<file path="src/rtl/rf_wr_arbiter_pkg.sv">
// Shared definitions for the register-file write arbiter: output-stage FSM
// encoding and default data/address widths that the register file also uses.
package rf_wr_arbiter_pkg;

    typedef enum logic {
        ST_EMPTY = 1'b0,
        ST_FULL  = 1'b1
    } state_e;

    localparam int RF_DW = 8;
    localparam int RF_AW = 3;

endpackage

</file>
<file path="src/rtl/rf_wr_arbiter_rr_pick.sv">
// Combinational round-robin picker: rotates the eligible vector so that the
// pointer position lands at bit 0, then priority-encodes the lowest set bit.
module rf_wr_arbiter_rr_pick
    import rf_wr_arbiter_pkg::*;
#(
    parameter int N  = 4,
    parameter int IW = 2
) (
    input  logic [N-1:0]  eligible,
    input  logic [IW-1:0] ptr,
    output logic          found,
    output logic [IW-1:0] win
);

    logic [N-1:0] rot;
    int           sum;

    always_comb begin
        rot   = N'({eligible, eligible} >> ptr);
        found = 1'b0;
        win   = '0;
        sum   = 0;
        // Scan downwards so the lowest rotated index (closest to ptr) wins.
        for (int k = N - 1; k >= 0; k--) begin
            if (rot[k]) begin
                found = 1'b1;
                sum   = int'(ptr) + k;
                if (sum >= N) begin
                    sum = sum - N;
                end
                win = IW'(sum);
            end
        end
    end

endmodule

</file>
<file path="src/rtl/rf_wr_arbiter.sv">
// Round-robin arbiter feeding the single register-file write port through a
// one-entry output stage; acks the captured requester with a one-cycle pulse.
module rf_wr_arbiter
    import rf_wr_arbiter_pkg::*;
#(
    parameter int N  = 4,
    parameter int DW = RF_DW,
    parameter int AW = RF_AW,
    parameter int IW = 2
) (
    input  logic          clk,
    input  logic          reset,
    input  logic [N-1:0]  req,
    input  logic [N*AW-1:0] req_addr,
    input  logic [N*DW-1:0] req_data,
    input  logic          rf_ready,
    output logic [N-1:0]  ack,
    output logic          rf_we,
    output logic [AW-1:0] rf_waddr,
    output logic [DW-1:0] rf_wdata,
    output logic [IW-1:0] grant_id,
    output logic          busy
);

    state_e        state_q, state_d;
    logic [IW-1:0] ptr_q, ptr_d;
    logic [N-1:0]  ack_q, ack_d;
    logic [AW-1:0] waddr_q, waddr_d;
    logic [DW-1:0] wdata_q, wdata_d;
    logic [IW-1:0] gid_q, gid_d;

    logic [N-1:0]  eligible;
    logic          found;
    logic [IW-1:0] win;
    logic          capture;

    // A requester still holding req during its ack cycle must not win again.
    assign eligible = req & ~ack_q;

    rf_wr_arbiter_rr_pick #(
        .N  (N),
        .IW (IW)
    ) u_pick (
        .eligible (eligible),
        .ptr      (ptr_q),
        .found    (found),
        .win      (win)
    );

    always_comb begin
        state_d = state_q;
        ptr_d   = ptr_q;
        ack_d   = '0;
        waddr_d = waddr_q;
        wdata_d = wdata_q;
        gid_d   = gid_q;
        capture = found && ((state_q == ST_EMPTY) || rf_ready);

        case (state_q)
            ST_EMPTY: if (found) state_d = ST_FULL;
            ST_FULL:  if (rf_ready && !found) state_d = ST_EMPTY;
            default:  state_d = ST_EMPTY;
        endcase

        if (capture) begin
            waddr_d = req_addr[int'(win) * AW +: AW];
            wdata_d = req_data[int'(win) * DW +: DW];
            gid_d   = win;
            ack_d   = N'(1) << win;
            ptr_d   = (win == IW'(N - 1)) ? '0 : win + IW'(1);
        end
    end

    always_ff @(posedge clk or posedge reset) begin
        if (reset) begin
            state_q <= ST_EMPTY;
            ptr_q   <= '0;
            ack_q   <= '0;
            waddr_q <= '0;
            wdata_q <= '0;
            gid_q   <= '0;
        end else begin
            state_q <= state_d;
            ptr_q   <= ptr_d;
            ack_q   <= ack_d;
            waddr_q <= waddr_d;
            wdata_q <= wdata_d;
            gid_q   <= gid_d;
        end
    end

    assign ack      = ack_q;
    assign rf_we    = (state_q == ST_FULL);
    assign rf_waddr = waddr_q;
    assign rf_wdata = wdata_q;
    assign grant_id = gid_q;
    assign busy     = rf_we & ~rf_ready;

endmodule

</file>
<file path="config.mk">
export PLATFORM = sky130hd
export DESIGN_NAME = rf_wr_arbiter
export DESIGN_NICKNAME = d
export VERILOG_FILES = /design/src/rtl/rf_wr_arbiter_pkg.sv /design/src/rtl/rf_wr_arbiter_rr_pick.sv /design/src/rtl/rf_wr_arbiter.sv
export SDC_FILE = /design/constraint.sdc
export NUM_CORES = 1
export LEC_CHECK = 0
export CORE_MARGIN = 1
export CORE_UTILIZATION = 34
export CTS_CLUSTER_DIAMETER = 100
export DETAILED_ROUTE_END_ITERATION = 8
export GPL_TIMING_DRIVEN = 0
export PLACE_DENSITY = 0.74
export SLEW_MARGIN = 20
export SYNTH_ARGS = -nofsm -noshare
export SYNTH_HDL_FRONTEND = slang
export SYNTH_HIERARCHICAL = 1
export SYNTH_SLANG_ARGS = --single-unit
</file>
<file path="constraint.sdc">
create_clock -name clk -period 2.25 [get_ports clk]
set_clock_uncertainty 0.05 [all_clocks]
set_input_delay 0.225 -clock clk [delete_from_list [all_inputs] [get_ports clk]]
set_output_delay 0.225 -clock clk [all_outputs]
set_load 0.01 [all_outputs]
</file>
* Yosys cells after proc, flatten, opt, wreduce, memory -nomap -nowiden
Index checks and enable logic that the tools add are counted.
Storage, ports and cells: memory bits (writable) 0, ROM bits 0, register bits after elaboration 20, input port bits 51, output and inout bits 19, word-level logic and storage cells 50, latch bits 0, memories 0
Operators by class: divide/modulo/power cells 0, add/subtract/negate cells 8, shift operators 4, reduce and logical (&&, ||, !) cells 4, equality and inequality tests 1, $lt $le $gt $ge 4, muxes and demuxes 17, bitwise gates (word level) 5, multipliers 1
Operators by type and width (count):
- indexed part select 32 x 6 -> 8 bit | 1
- 2-to-1 mux 2 bit | 9
- indexed part select 12 x 5 -> 3 bit | 1
- greater-or-equal comparator 3 bit (second input constant) | 3
- right shift 8 x 2 -> 4 bit | 1
- subtractor 2 x 1 -> 2 bit (second input constant) | 4
- adder 2 x 2 -> 3 bit (second input constant) | 2
- 2-to-1 mux 1 bit | 6
- bitwise AND 4 bit | 1
- multiplier 2 x 2 -> 4 bit (second input constant) | 1
- 2-to-1 mux 4 bit | 1
- NOT 4 bit | 1
- left shift 1 x 2 -> 4 bit (first input constant) | 1
- adder 2 x 1 -> 3 bit (second input constant) | 1
- greater-or-equal comparator 2 x 3 -> 1 bit (second input constant) | 1
- adder 2 x 1 -> 2 bit (second input constant) | 1
- == test 2 bit (second input constant) | 1
- logical AND 1 bit | 2
- NOT 1 bit | 2
- one-hot mux 1 bit (2 select lines) | 1
- bitwise AND 1 bit | 1
- logical NOT 1 bit | 1
- logical OR 1 bit | 1

* Logic depth before layout (Yosys ltp)
Gate-level depths: netlist of the first run.
word-level depth 11, depth in mapped cells 9, depth with buffers taken out 7

* By module
The synthesis of the first run kept the hierarchy.
Modules (own cells, without submodules):
- rf_wr_arbiter | sequential area each 500.5 um2, area each 1152.4 um2, instances 1, cells each 71
- rf_wr_arbiter_rr_pick | sequential area each 0.0 um2, area each 77.6 um2, instances 1, cells each 15

* Worst setup path before layout of the first run
OpenSTA, ideal clock, no wires.
kind flip-flop to flip-flop, from register ack_q[1], in the netlist ack[1], to register waddr_q[1], in the netlist rf_waddr[1], setup time 125 ps, data required time 2075 ps, arrival time 2225 ps, path buffers 2, slack -150 ps, clock period less this slack 2400 ps, cell stages (with the launch flop) 9, path through dfrtp_1 nor2b_1 inv_1 a221o_1 a21oi_1 buf_6 buf_12 mux4_2 mux2_4
On the way: word-level cells in the longest chain between the ends 9, elaborated cells between the ends (all ways) 14, classes of those cells mul: 1; shift: 2; mux: 8; bitwise: 2; reduce/logical: 1
RTL lines:
- start: declaration | line rf_wr_arbiter.sv:27 | logic [N-1:0] ack_q, ack_d;
- start signal: assignment | line rf_wr_arbiter.sv:85 | ack_q <= ack_d;
- NOT 4 bit * | line rf_wr_arbiter.sv:38 | assign eligible = req & ~ack_q;
- bitwise AND 4 bit * | line rf_wr_arbiter.sv:38
- via eligible[1] | line rf_wr_arbiter.sv:32 | logic [N-1:0] eligible;
- right shift 8 x 2 -> 4 bit * | line rf_wr_arbiter_rr_pick.sv:19 | rot = N'({eligible, eligible} >> ptr);
- 2-to-1 mux 2 bit (3 in series) | line rf_wr_arbiter_rr_pick.sv:25 | if (rot[k]) begin
- 2-to-1 mux 2 bit * | line rf_wr_arbiter_rr_pick.sv:25
- via win[0] | line rf_wr_arbiter.sv:34 | logic [IW-1:0] win;
- multiplier 2 x 2 -> 4 bit * | line rf_wr_arbiter.sv:66 | waddr_d = req_addr[int'(win) * AW +: AW];
- indexed part select 12 x 5 -> 3 bit * | line rf_wr_arbiter.sv:66
- end signal: assignment | line rf_wr_arbiter.sv:86 | waddr_q <= waddr_d;
- end: declaration | line rf_wr_arbiter.sv:28 | logic [AW-1:0] waddr_q, waddr_d;
Mark *: on every way through the listed nets, which the timed path passes. The rest lies on a longest branch. A chain may end at the register's enable or synchronous reset.

* Worst setup path after layout of the first run
from register ack_q[1], in the netlist ack[1], to register wdata_q[6], in the netlist rf_wdata[6]
On the way: word-level cells in the longest chain between the ends 8, elaborated cells between the ends (all ways) 13, classes of those cells shift: 2; mux: 8; bitwise: 2; reduce/logical: 1
RTL lines:
- NOT 4 bit * | line rf_wr_arbiter.sv:38
- bitwise AND 4 bit * | line rf_wr_arbiter.sv:38
- via eligible[1] | line rf_wr_arbiter.sv:32
- right shift 8 x 2 -> 4 bit * | line rf_wr_arbiter_rr_pick.sv:19
- 2-to-1 mux 2 bit (3 in series) | line rf_wr_arbiter_rr_pick.sv:25
- 2-to-1 mux 2 bit * | line rf_wr_arbiter_rr_pick.sv:25
- via win[0] | line rf_wr_arbiter.sv:34
- indexed part select 32 x 6 -> 8 bit * | line rf_wr_arbiter.sv:67 | wdata_d = req_data[int'(win) * DW +: DW];
- end signal: assignment | line rf_wr_arbiter.sv:87 | wdata_q <= wdata_d;
- end: declaration | line rf_wr_arbiter.sv:29 | logic [DW-1:0] wdata_q, wdata_d;
Marks and branches as above.

==> impl_metrics.sql, run 1 <==
INSERT INTO impl_metrics (metric_group, metric, value, unit) VALUES
('status', 'outcome', 'finished, violations left', ''),
('status', 'violations', 'negative setup slack', ''),
('clock_network', 'htree_levels', '1', ''),
('setup_path', 'timing.critical_path.slowest_stage_cell', 'mux4_2', ''),
('synth', 'yosys_register_bits', '20', ''),
('setup_path', 'critical-path-max-stage-delay', '0.50', 'ns'),
('finish', 'drive_gt1_share', '29.2', '%'),
('synth', 'yosysMostFrequentCell', 'dfrtp_1', ''),
('setup_path', 'endpoint_kind', 'register', ''),
('hold_path', 'worstHoldPathType', 'primary input to asynchronous set/reset pin', ''),
('finish', 'finish.net_count', '224', ''),
('synth', 'synth_top_cells_by_area', 'dfrtp_1 41%, mux4_2 13%, mux2_4 8.5%', ''),
('timing', 'slew_viol_final', '0', ''),
('timing', 'fmax', '421', 'MHz'),
('die', 'core_region_area', '3390', 'sq um'),
('timing', 'post-route-min-period', '2.38', 'ns'),
('clock_network', 'cts_sinks', '20', ''),
('drt', 'final_routed_wire_length_divided_by_cell_count', '15.5', 'microns'),
('clock_network', 'tritoncts', 'done', ''),
('synth', 'netlist_area', '1230', 'sq um'),
('clock_network', 'clock_tree.buffer_depth', '2', ''),
('timing', 'hold_violations', '0', ''),
('grt', 'grt-ovfl-total', '0', ''),
('synth', 'number_of_distinct_library_cell_variants_in_the_gate_level_netlist_after_synthesis', '22', ''),
('power_and_ir_drop', 'total_leakage_power', '0.000934', 'uW'),
('setup_path', 'worstPathCellList', 'nor2b_2, inv_2, a221o_1, a21oi_2, buf_6, buf_4, mux4_2, mux2_4', ''),
('synth', 'syn-mean-instance-area', '14.3', 'sq um'),
('die', 'floorplan.initialDensity', '36.3', '%'),
('synth', 'yosysSeqAreaShare', '40.7', '%'),
('synth', 'syn_nets', '141', ''),
('setup_path', 'start_kind', 'register', ''),
('clock_network', 'cts-root-buf', 'clkbuf_4', ''),
('synth', 'post_synth_most_frequent_cells', '20 x dfrtp_1, 9 x inv_1, 8 x mux2_2, 7 x mux2_4, 7 x mux4_2', ''),
('setup_path', 'crit_type', 'register to register', ''),
('finish', 'final_area', '2160', 'sq um'),
('drt', 'dr.pass1.iters', '4', ''),
('die', 'num_rows', '21', ''),
('power_and_ir_drop', 'power.ir.vdd_worst', '597', 'uV'),
('clock_network', 'clkSlewWorstSetupHoldPaths', '0.13', 'ns'),
('finish', 'antenna_cells', '0', ''),
('die', 'horizontal_die_dimension', '62.1', 'microns'),
('drt', 'avgViaCountPerCell', '4.85', ''),
('timing', 'min_period_over_period', '106', '%'),
('grt', 'grt_pass1_vias', '1119', ''),
('synth', 'synth-main-ff-cell', 'dfrtp_1', ''),
('synth', 'synth_async_sr_flop_share', '100', '%'),
('timing', 'worst_slew_margin_rel', '47.3', '%'),
('die', 'die_h', '62.1', 'microns'),
('synth', 'yosys.area.top_type_share', '40.7', '%'),
('setup_path', 'crit_path_max_fanout', '6', ''),
('clock_network', 'insertion_delay', '0.31', 'ns'),
('synth', 'most_area_hungry_cell_type_in_the_yosys_netlist', 'dfrtp_1', ''),
('setup_path', 'required', '2.40', 'ns'),
('drt', 'antenna_violating_nets_post_route', '0', ''),
('grt', 'wire_length_of_the_first_global_routing_pass', '5210', 'microns'),
('place', 'portBuffers', '69', ''),
('grt', 'all_layer_gr_usage', '17.3', '%'),
('die', 'die_area', '3860', 'sq um'),
('timing', 'hold_slack', '0.299', 'ns'),
('drt', 'drt-total-wl', '3320', 'microns'),
('setup_path', 'arrival', '2.53', 'ns'),
('die', 'io_pins', '70', ''),
('drt', 'remaining_drcs', '0', ''),
('power_and_ir_drop', 'power_density', '1130', 'nW/um^2'),
('drt', 'drt_iter0_drc', '33', ''),
('clock_network', 'numCtsBuffers', '3', ''),
('timing', 'timing.setup.tns', '-1.03', 'ns'),
('place', 'placedInstanceArea', '1980', 'sq um'),
('synth', 'yosysWarningCount', '6', ''),
('synth', 'count_of_mapped_cells_out_of_synthesis', '86', ''),
('place', 'gp_routability_congestion', '0.683', ''),
('job', 'drv.max_cap_violation_count', '0', ''),
('timing', 'timing.final.ws_setup', '-0.127', 'ns'),
('synth', 'synth-edff-count', '0', ''),
('grt', 'antenna_found_initial', '0', ''),
('timing', 'setup_viol', '11', ''),
('timing', 'grt_setup_unrepaired', 'true', ''),
('finish', 'fin_util', '63.8', '%'),
('place', 'dpl.hpwl', '2400', 'microns'),
('place', 'dpl_worst_slack', '-0.512', 'ns'),
('timing', 'worst-slew-pin-transition', '0.789', 'ns'),
('grt', 'grt_max_degree', '21', ''),
('finish', 'syn2layout_area_growth', '75.7', '%'),
('drt', 'via_count', '1038', '');
[stage by stage]
stage | total power (uW) | cells
final | 2440 | 214
after global routing | 2610 | 214
after CTS | 2300 | 210
after detailed placement | 1920 | 201
after global placement | 1890 | 201
after floorplan | 1410 | 86
[sequential cells by signal (all words and copies together) (netlist names)]
signal	flops
ack	4
rf_wdata	8
rf_we	1
ptr_q	2
rf_waddr	3
grant_id	2
[critical path, delay by kind of cell (launching register included)]
kind	cells	cell delay, ns
buffers and inverters	3	0.34
AO/OA/AOI/OAI	2	0.53
multiplexers	2	0.78
flip-flops	1	0.41
AND/OR/NAND/NOR	1	0.15
[what timing repair did]
| item | CTS | global route |
|---|---|---|
| gates resized for setup | 3 | 9 |
| pin swaps | 1 | 3 |
| hold buffers | 0 | 0 |
| cloned | 0 | 1 |
| buffers inserted | 5 | 3 |
| setup endpoints to repair | 12 | 12 |
[cells in the final DEF (no fill, tap or decap)]
master	synthesis	routed
clkdlybuf4s50_1	0	69
dfrtp_1	20	20
buf_4	1	9
mux2_4	7	9
mux4_2	7	8
inv_1	9	7
mux2_2	8	6
and3_1	4	4
nor2b_1	4	3
mux4_1	4	3
ha_1	4	3
clkbuf_4	0	3
buf_6	1	2
nor2_1	2	2
inv_2	0	2
nand2b_1	2	2
a21oi_1	4	2
nand2b_4	1	1
and2_1	1	1
buf_2	2	1
buf_12	1	1
nor2b_2	0	1
ha_4	0	1
bufinv_16	0	1
clkbuf_16	0	1
o221ai_1	1	1
a221o_1	1	1
a21oi_2	0	1
o21ai_1	1	1
a21oi_4	0	1
nand3_2	0	1
[cell families (layout without fill, tap and decap cells)]
group	after synthesis	after routing	synth area share, %
AND/OR/NAND/NOR	15	15	7.73
flip-flops	20	20	40.7
adder cells (fa/ha/maj)	4	4	4.07
multiplexers	26	26	37.2
AO/OA/AOI/OAI	7	7	3.56
buffers and inverters	14	96	6.71
[path summary, 6_finish.rpt]
check	depth (start not counted)	to	slack, ns	start
max	8	rf_wdata[6]	-0.13	ack[1]
min	2	rf_waddr[1]	0.30	reset
max reg2reg	8	rf_wdata[6]	-0.13	ack[1]
min reg2reg	1	rf_wdata[0]	0.48	rf_wdata[0]
max in group asynchronous	2	rf_waddr[2]	1.35	reset
min in group clk	1	rf_wdata[0]	0.48	rf_wdata[0]
[layout make-up]
class | count | area [sq um]
multi-input cells | 52 | 686
clock inverters | 1 | 30.0
clock buffers | 3 | 22.5
flip-flops and latches | 20 | 500
plain buffers | 5 | 51.3
inverters | 9 | 33.8
well taps | 46 | 57.6
repair buffers | 78 | 779
fillers | 265 | 1230
[metal layers]
metal	global-route usage, %	share of wire (%)	up-vias
met5	0	0	-
met4	5.23	0.81	0
met3	3.49	4.7	2
met2	31.0	54	44
met1	20.8	41	513
li1	-	-	479
[where the power goes]
part | total [uW] | internal [uW] | switching (uW)
logic | 1510 | 977 | 537
clock network | 301 | 180 | 121
registers | 628 | 522 | 106
No activity file was read; power rests on OpenSTA's default activity.
==> run 2: changes to the inputs <==
--- a/config.mk
+++ b/config.mk
@@ -5,6 +5,7 @@
 export SDC_FILE = /design/constraint.sdc
 export NUM_CORES = 1
 export LEC_CHECK = 0
+export ABC_CLOCK_PERIOD_IN_PS = 2250
 export CORE_MARGIN = 1
 export CORE_UTILIZATION = 34
 export CTS_CLUSTER_DIAMETER = 100
==> results of run 2 <==
No change in the layout: final DEF, timing and power equal those of run 1.
==> run 3: changes to the inputs <==
--- a/config.mk
+++ b/config.mk
@@ -8,7 +8,7 @@
 export ABC_CLOCK_PERIOD_IN_PS = 2250
 export CORE_MARGIN = 1
 export CORE_UTILIZATION = 34
-export CTS_CLUSTER_DIAMETER = 100
+export CTS_CLUSTER_DIAMETER = 50
 export DETAILED_ROUTE_END_ITERATION = 8
 export GPL_TIMING_DRIVEN = 0
 export PLACE_DENSITY = 0.74
==> results of run 3 <==
No change in the layout: final DEF, timing and power equal those of run 1.
